### src/rtl/ps2_pkg.sv
// ps2_pkg: shared PS/2 state encoding, frame size and command byte constants
package ps2_pkg;
  typedef enum logic [2:0] {IDLE, INHIBIT, REQ, SEND, ACK, WAIT_IDLE} state_t;
  localparam int FRAME_BITS = 10;
  localparam logic [7:0] CMD_SET_LED = 8'hED;
  localparam logic [7:0] CMD_ENABLE = 8'hF4;
  localparam logic [7:0] CMD_RESET = 8'hFF;
  localparam logic [7:0] RSP_ACK = 8'hFA;
endpackage

### src/rtl/ps2_host_tx_if.sv
// ps2_host_tx_if: command handshake and status bundle between a requester and the PS/2 transmitter
//   master drives tx_data/tx_valid; slave returns tx_ready, busy, rx_inhibit, done, ack_ok, err
interface ps2_host_tx_if;
  logic [7:0] tx_data;
  logic tx_valid;
  logic tx_ready;
  logic busy;
  logic rx_inhibit;
  logic done;
  logic ack_ok;
  logic err;
  modport master (output tx_data, tx_valid, input tx_ready, busy, rx_inhibit, done, ack_ok, err);
  modport slave (input tx_data, tx_valid, output tx_ready, busy, rx_inhibit, done, ack_ok, err);
endinterface

### src/rtl/ps2_sync_edge.sv
// ps2_sync_edge: 2-flop synchronizers for PS/2 clock and data plus clock falling-edge detect
//   in: clk, rst (async active-low), ps2_clk_in, ps2_data_in; out: sync_clk, sync_data, fall
module ps2_sync_edge (
  input  logic clk,
  input  logic rst,
  input  logic ps2_clk_in,
  input  logic ps2_data_in,
  output logic sync_clk,
  output logic sync_data,
  output logic fall
);
  logic [1:0] clk_ff, data_ff;
  logic prev_clk;
  // Flops reset to the idle-high bus level so leaving reset never fakes an edge.
  always_ff @(posedge clk or negedge rst)
    if (!rst) begin
      clk_ff <= 2'b11;
      data_ff <= 2'b11;
      prev_clk <= 1'b1;
    end else begin
      clk_ff <= {clk_ff[0], ps2_clk_in};
      data_ff <= {data_ff[0], ps2_data_in};
      prev_clk <= clk_ff[1];
    end
  assign sync_clk = clk_ff[1];
  assign sync_data = data_ff[1];
  assign fall = prev_clk & ~sync_clk;
endmodule

### src/rtl/ps2_host_tx.sv
// ps2_host_tx: PS/2 host-to-device command byte transmitter driving open-drain pad enables
//   in: clk, rst (async active-low), ps2_clk_in, ps2_data_in; bus (slave): tx_data/tx_valid in,
//   tx_ready/busy/rx_inhibit/done/ack_ok/err out; out: ps2_clk_oe, ps2_data_oe (1 = pull low)
module ps2_host_tx
  import ps2_pkg::*;
#(
  parameter int INHIBIT_CYCLES = 12000,
  parameter int REQ_CYCLES = 200,
  parameter int TIMEOUT_CYCLES = 1500000
) (
  input  logic clk,
  input  logic rst,
  ps2_host_tx_if.slave bus,
  input  logic ps2_clk_in,
  input  logic ps2_data_in,
  output logic ps2_clk_oe,
  output logic ps2_data_oe
);
  localparam int PW = $clog2((INHIBIT_CYCLES > TIMEOUT_CYCLES ? INHIBIT_CYCLES : TIMEOUT_CYCLES) + 1);
  state_t state;
  logic [FRAME_BITS-1:0] frame;
  logic [3:0] cnt;
  logic [PW-1:0] phase;
  logic sync_clk, sync_data, fall;
  logic done_q, err_q, ack_q;
  ps2_sync_edge u_sync (
    .clk(clk),
    .rst(rst),
    .ps2_clk_in(ps2_clk_in),
    .ps2_data_in(ps2_data_in),
    .sync_clk(sync_clk),
    .sync_data(sync_data),
    .fall(fall)
  );
  // One phase counter serves the inhibit hold, the request hold and the device watchdog.
  always_ff @(posedge clk or negedge rst)
    if (!rst) begin
      state <= IDLE;
      frame <= '0;
      cnt <= '0;
      phase <= '0;
      ps2_clk_oe <= 1'b0;
      ps2_data_oe <= 1'b0;
      done_q <= 1'b0;
      err_q <= 1'b0;
      ack_q <= 1'b0;
    end else begin
      done_q <= 1'b0;
      err_q <= 1'b0;
      case (state)
        IDLE:
          if (bus.tx_valid) begin
            frame <= {1'b1, ~^bus.tx_data, bus.tx_data};
            cnt <= '0;
            phase <= '0;
            ps2_clk_oe <= 1'b1;
            state <= INHIBIT;
          end
        INHIBIT:
          if (phase == PW'(INHIBIT_CYCLES - 1)) begin
            phase <= '0;
            ps2_data_oe <= 1'b1;
            state <= REQ;
          end else phase <= phase + 1'b1;
        REQ:
          if (phase == PW'(REQ_CYCLES - 1)) begin
            phase <= '0;
            ps2_clk_oe <= 1'b0;
            state <= SEND;
          end else phase <= phase + 1'b1;
        SEND, ACK, WAIT_IDLE:
          if (state == SEND && fall) begin
            ps2_data_oe <= ~frame[cnt];
            cnt <= cnt + 4'd1;
            phase <= '0;
            if (cnt == 4'd9) state <= ACK;
          end else if (state == ACK && fall) begin
            ack_q <= ~sync_data;
            phase <= '0;
            state <= WAIT_IDLE;
          end else if (state == WAIT_IDLE && sync_clk && sync_data) begin
            done_q <= 1'b1;
            state <= IDLE;
          end else if (!fall && phase == PW'(TIMEOUT_CYCLES - 1)) begin
            ps2_clk_oe <= 1'b0;
            ps2_data_oe <= 1'b0;
            err_q <= 1'b1;
            phase <= '0;
            state <= IDLE;
          end else phase <= fall ? '0 : phase + 1'b1;
        default: state <= IDLE;
      endcase
    end
  assign bus.tx_ready = state == IDLE;
  assign bus.busy = state != IDLE;
  assign bus.rx_inhibit = state != IDLE;
  assign bus.done = done_q;
  assign bus.err = err_q;
  assign bus.ack_ok = ack_q;
endmodule

### src/flat_wrapper.sv
// flat-port wrapper written by rule: the top's interface ports become plain ports
module ps2_host_tx_flat import ps2_pkg::*;
#(
  parameter int INHIBIT_CYCLES = 12000,
  parameter int REQ_CYCLES = 200,
  parameter int TIMEOUT_CYCLES = 1500000
)
  (clk, rst, ps2_clk_in, ps2_data_in, ps2_clk_oe, ps2_data_oe, bus_tx_data, bus_tx_valid, bus_tx_ready, bus_busy, bus_rx_inhibit, bus_done, bus_ack_ok, bus_err);
  ps2_host_tx_if bus_i ();
  input  logic clk;
  input  logic rst;
  input  logic ps2_clk_in;
  input  logic ps2_data_in;
  output logic ps2_clk_oe;
  output logic ps2_data_oe;
  input wire logic [$bits(bus_i.tx_data)-1:0] bus_tx_data;
  input wire logic [$bits(bus_i.tx_valid)-1:0] bus_tx_valid;
  output wire logic [$bits(bus_i.tx_ready)-1:0] bus_tx_ready;
  output wire logic [$bits(bus_i.busy)-1:0] bus_busy;
  output wire logic [$bits(bus_i.rx_inhibit)-1:0] bus_rx_inhibit;
  output wire logic [$bits(bus_i.done)-1:0] bus_done;
  output wire logic [$bits(bus_i.ack_ok)-1:0] bus_ack_ok;
  output wire logic [$bits(bus_i.err)-1:0] bus_err;
  assign bus_i.tx_data = bus_tx_data;
  assign bus_i.tx_valid = bus_tx_valid;
  assign bus_tx_ready = bus_i.tx_ready;
  assign bus_busy = bus_i.busy;
  assign bus_rx_inhibit = bus_i.rx_inhibit;
  assign bus_done = bus_i.done;
  assign bus_ack_ok = bus_i.ack_ok;
  assign bus_err = bus_i.err;
  ps2_host_tx #(.INHIBIT_CYCLES(INHIBIT_CYCLES), .REQ_CYCLES(REQ_CYCLES), .TIMEOUT_CYCLES(TIMEOUT_CYCLES)) u_core (.clk(clk), .rst(rst), .bus(bus_i), .ps2_clk_in(ps2_clk_in), .ps2_data_in(ps2_data_in), .ps2_clk_oe(ps2_clk_oe), .ps2_data_oe(ps2_data_oe));
endmodule
### config.mk
export PLATFORM = sky130hd
export DESIGN_NAME = ps2_host_tx_flat
export DESIGN_NICKNAME = d
export VERILOG_FILES = /design/src/rtl/ps2_pkg.sv /design/src/rtl/ps2_host_tx_if.sv /design/src/rtl/ps2_sync_edge.sv /design/src/rtl/ps2_host_tx.sv /design/src/flat_wrapper.sv
export SDC_FILE = /design/constraint.sdc
export NUM_CORES = 1
export LEC_CHECK = 0
export BUFFER_PORTS_ARGS = -buffer_cell sky130_fd_sc_hd__buf_2
export CORE_UTILIZATION = 46
export CTS_CLUSTER_DIAMETER = 200
export CTS_CLUSTER_SIZE = 20
export DETAILED_ROUTE_END_ITERATION = 12
export HOLD_SLACK_MARGIN = 0.03
export PLACE_DENSITY = 0.69
export SYNTH_ARGS = -nofsm -noshare
export SYNTH_HDL_FRONTEND = slang
export SYNTH_SLANG_ARGS = --single-unit
### constraint.sdc
create_clock -name clk -period 2.6 [get_ports clk]
set_input_delay 0.52 -clock clk [delete_from_list [all_inputs] [get_ports clk]]
set_output_delay 0.52 -clock clk [all_outputs]
set_load 0.01 [all_outputs]
==> results.py <==
metrics = {
    "worst_setup_path": {
        "crit_path_end": "u_core.phase[6]",
        "required_ns": 2.77,
        "path_max_fanout": 19,
        "cp_slowest_stage_delay_ns": 0.56,
        "r2r_start": "u_core.phase[10]",
        "worstSetupEndpointType": "register",
        "crit_chain": "or4_1 > or3_1 > o21a_1 > a211o_4 > nor2_8 > o21ai_0",
        "start_kind": "register",
        "slowest_stage": "or4_1",
        "crit_family": "simple AND/OR/NAND/NOR gates",
        "crit_buf_inv": 0,
        "startpoint": "u_core.phase[10]",
        "reg2reg_depth": 6,
        "r2r_setup_slack_ns": 0.15,
        "critPathKind": "register to register",
        "crit_arrival_ns": 2.62,
        "crit_cells": 6,
        "reg2reg_to": "u_core.phase[6]",
    },
    "final_layout": {
        "antenna_cells": 0,
        "stdcell_area_um2": 2840,
        "final_nets": 317,
        "layout.cells.most_common": "nand2_1",
        "drive_gt1_frac": 0.152,
        "final_cell_mix": "nand2_1 (49), dfrtp_1 (43), nor2_1 (29)",
        "syn2layout_area_growth_pct": 11.2,
    },
    "grt": {
        "grt_pass1_wl_um": 8980,
        "grt_pass1_vias": 1931,
        "grt_max_degree": 49,
        "antenna_found_initial": 0,
        "grt_use_total": 0.191,
        "grt-ovfl-total": 0,
    },
    "timing": {
        "rsz0062_at_grt": "no",
        "whs_ns": 0.311,
        "clock.fmax_ghz": 0.408,
        "setup_ws_ns": 0.149,
        "maxSlewHeadroom": 0.593,
        "post-route-period-util": 0.943,
        "setup-tns-final_ns": 0,
        "period_minus_slack_ns": 2.45,
        "slew_viol_final": 0,
        "setup_viol": 0,
        "hold_viol_final": 0,
        "worst_pin_slew_ns": 0.610,
        "skew_ns": 0.00328,
    },
    "logic_synthesis": {
        "synthCells": 277,
        "synth_edf_count": 0,
        "synthSimpleGateAreaFrac": 0.269,
        "synth.cell_area_um2": 2560,
        "yosys-top-cells-area": "dfrtp_1 (42%), nand2_1 (7.2%), dfstp_2 (5.1%)",
        "postSynthAreaPerCell_um2": 9.23,
        "synth_top_family_by_area": "simple AND/OR/NAND/NOR gates",
        "syn_nets": 293,
        "synthArstFlopShare": 1.00,
        "ys_ff_latch": 48,
        "synth_top_cell_by_area": "dfrtp_1",
        "synth_cell_types": 45,
        "yosysSeqAreaShare": 0.472,
        "yosys_warnings": 0,
        "synth_fa_ha_area_frac": 0.0147,
        "synthMuxAreaShare": 0.0255,
        "synth_compound_area_frac": 0.113,
        "synth_ff_type": "dfrtp_1",
        "synth_xor_area_frac": 0.0754,
        "synth_top_area_frac": 0.421,
    },
    "placed_design": {
        "dp_hpwl_um": 3620,
        "place_congestion": 0.837,
        "port_buffers": 20,
        "pre_cts_ws_ns": 0.165,
        "placed_area_um2": 2730,
    },
    "clock_network": {
        "cts_resized": 0,
        "cts_setup_buffers": 0,
        "cts-hold-fix-buffers": 0,
        "cts_sinks": 48,
        "worstSkewPairLatency_ns": 0.29,
        "clock_path_buffers": 2,
        "clk_pin_slew_ns": 0.09,
        "ctsRootBufferMaster": "clkbuf_8",
        "tritoncts": "yes",
        "cts_buffers": 5,
        "htree_levels": 2,
    },
    "power_and_ir_drop": {
        "power_mw": 2.31,
        "ir_drop_uv": 513,
        "leakagePower_nw": 1.26,
        "p_per_area_nw_per_um2": 812,
    },
    "routing": {
        "route.detailed.drc": 0,
        "drt-initial-drc-count": 182,
        "drt-total-wl_um": 5130,
        "drtPass1Iterations": 4,
        "via_per_inst": 5.51,
        "detail-route-antenna-nets": 0,
        "wire_per_inst_um": 13.8,
        "num_vias": 2051,
    },
    "floorplan": {
        "ios": 21,
        "die_w_um": 76.5,
        "fp.dieH_um": 76.5,
        "start_util": 0.488,
        "rows": 26,
        "die_area_um2": 5860,
        "core_um2": 5240,
    },
    "status": {
        "status": "completed",
    },
    "hold_path": {
        "hp-class": "input pin to asynchronous set/reset pin",
    },
    "flow_run": {
        "max_cap_viol_count": 0,
    },
}
final cells by class:
class / count / area, um2
Clock buffer: 5 / 68.8
Clock inverter: 3 / 42.5
Fill cell: 515 / 2400
Inverter: 5 / 18.8
Multi-Input combinational cell: 215 / 1270
Sequential cell: 48 / 1210
Tap cell: 70 / 87.6
Timing Repair Buffer: 26 / 145
worst min path at each step:
stage | depth (start not counted) | from | to | slack, ns
3_3_place_gp | 0 | u_core.u_sync.clk_ff[0] | u_core.u_sync.clk_ff[1] | 0.35
2_1_floorplan | 0 | rst | u_core.bus.ack_ok | 0.22
6_report | 2 | rst | u_core.phase[13] | 0.31
4_1_cts | 1 | ps2_data_in | u_core.u_sync.data_ff[0] | 0.30
3_5_place_dp | 0 | u_core.u_sync.data_ff[0] | u_core.u_sync.data_ff[1] | 0.35
5_1_grt | 1 | ps2_data_in | u_core.u_sync.data_ff[0] | 0.30
worst reg2reg max path, cell delays in order, from the launching register on:
cell,delay (ns)
dfrtp_1,0.45
or4_1,0.56
or3_1,0.38
o21a_1,0.20
a211o_4,0.36
nor2_8,0.25
o21ai_0,0.15
routing by layer:
metal  global-route usage  share of wire
met5                    0              0
met4               0.0596          0.011
met3               0.0359          0.031
met2                0.288           0.45
met1                0.278           0.51
cell usage after synthesis, types with 3 or more instances:
library cell  number
nor2b_1            4
a21oi_1            6
nand2_1           49
xnor2_1           10
ha_1               3
o21ai_0           17
o22ai_1            4
inv_1              5
nor3_1             9
nand3_1           13
nor2_1            29
nand4_1           13
nor4_1             7
clkbuf_1           6
nand2b_1           4
dfrtp_1           43
dfstp_2            5
xor2_1            12
metrics by stage:
stage,instances,utilization
6_report,372,0.543
3_5_place_dp,364,0.521
2_1_floorplan,277,-
5_1_grt,372,0.543
4_1_cts,372,0.543
3_3_place_gp,364,0.521
registers in the layout (all words and copies together), names as in the netlist:
register,flops
u_core.bus.done,1
u_core.ps2_data_oe,1
u_core.phase,21
u_core.u_sync.prev_clk,1
u_core.u_sync.data_ff,2
u_core.bus.ack_ok,1
u_core.ps2_clk_oe,1
u_core.cnt,4
u_core.frame,10
u_core.state,3
u_core.bus.err,1
u_core.u_sync.clk_ff,2
kinds of logic after synthesis:
| kind of cell | after synthesis |
|---|---|
| buffers and inverters | 14 |
| muxes | 4 |
| and+or+nand+nor | 142 |
| xor gates and xnor gates | 22 |
| adders and majority gates | 3 |
| DFF | 48 |
| AOI/OAI and AO/OA | 44 |
where the power goes:
part           switching [mW]  leakage [nW]  total, mW  internal, mW
sequential              0.147         0.617       1.04         0.893
clock                   0.249        0.0541      0.534         0.285
combinational           0.423         0.592      0.733         0.311
No activity file was read; power rests on OpenSTA's default activity.
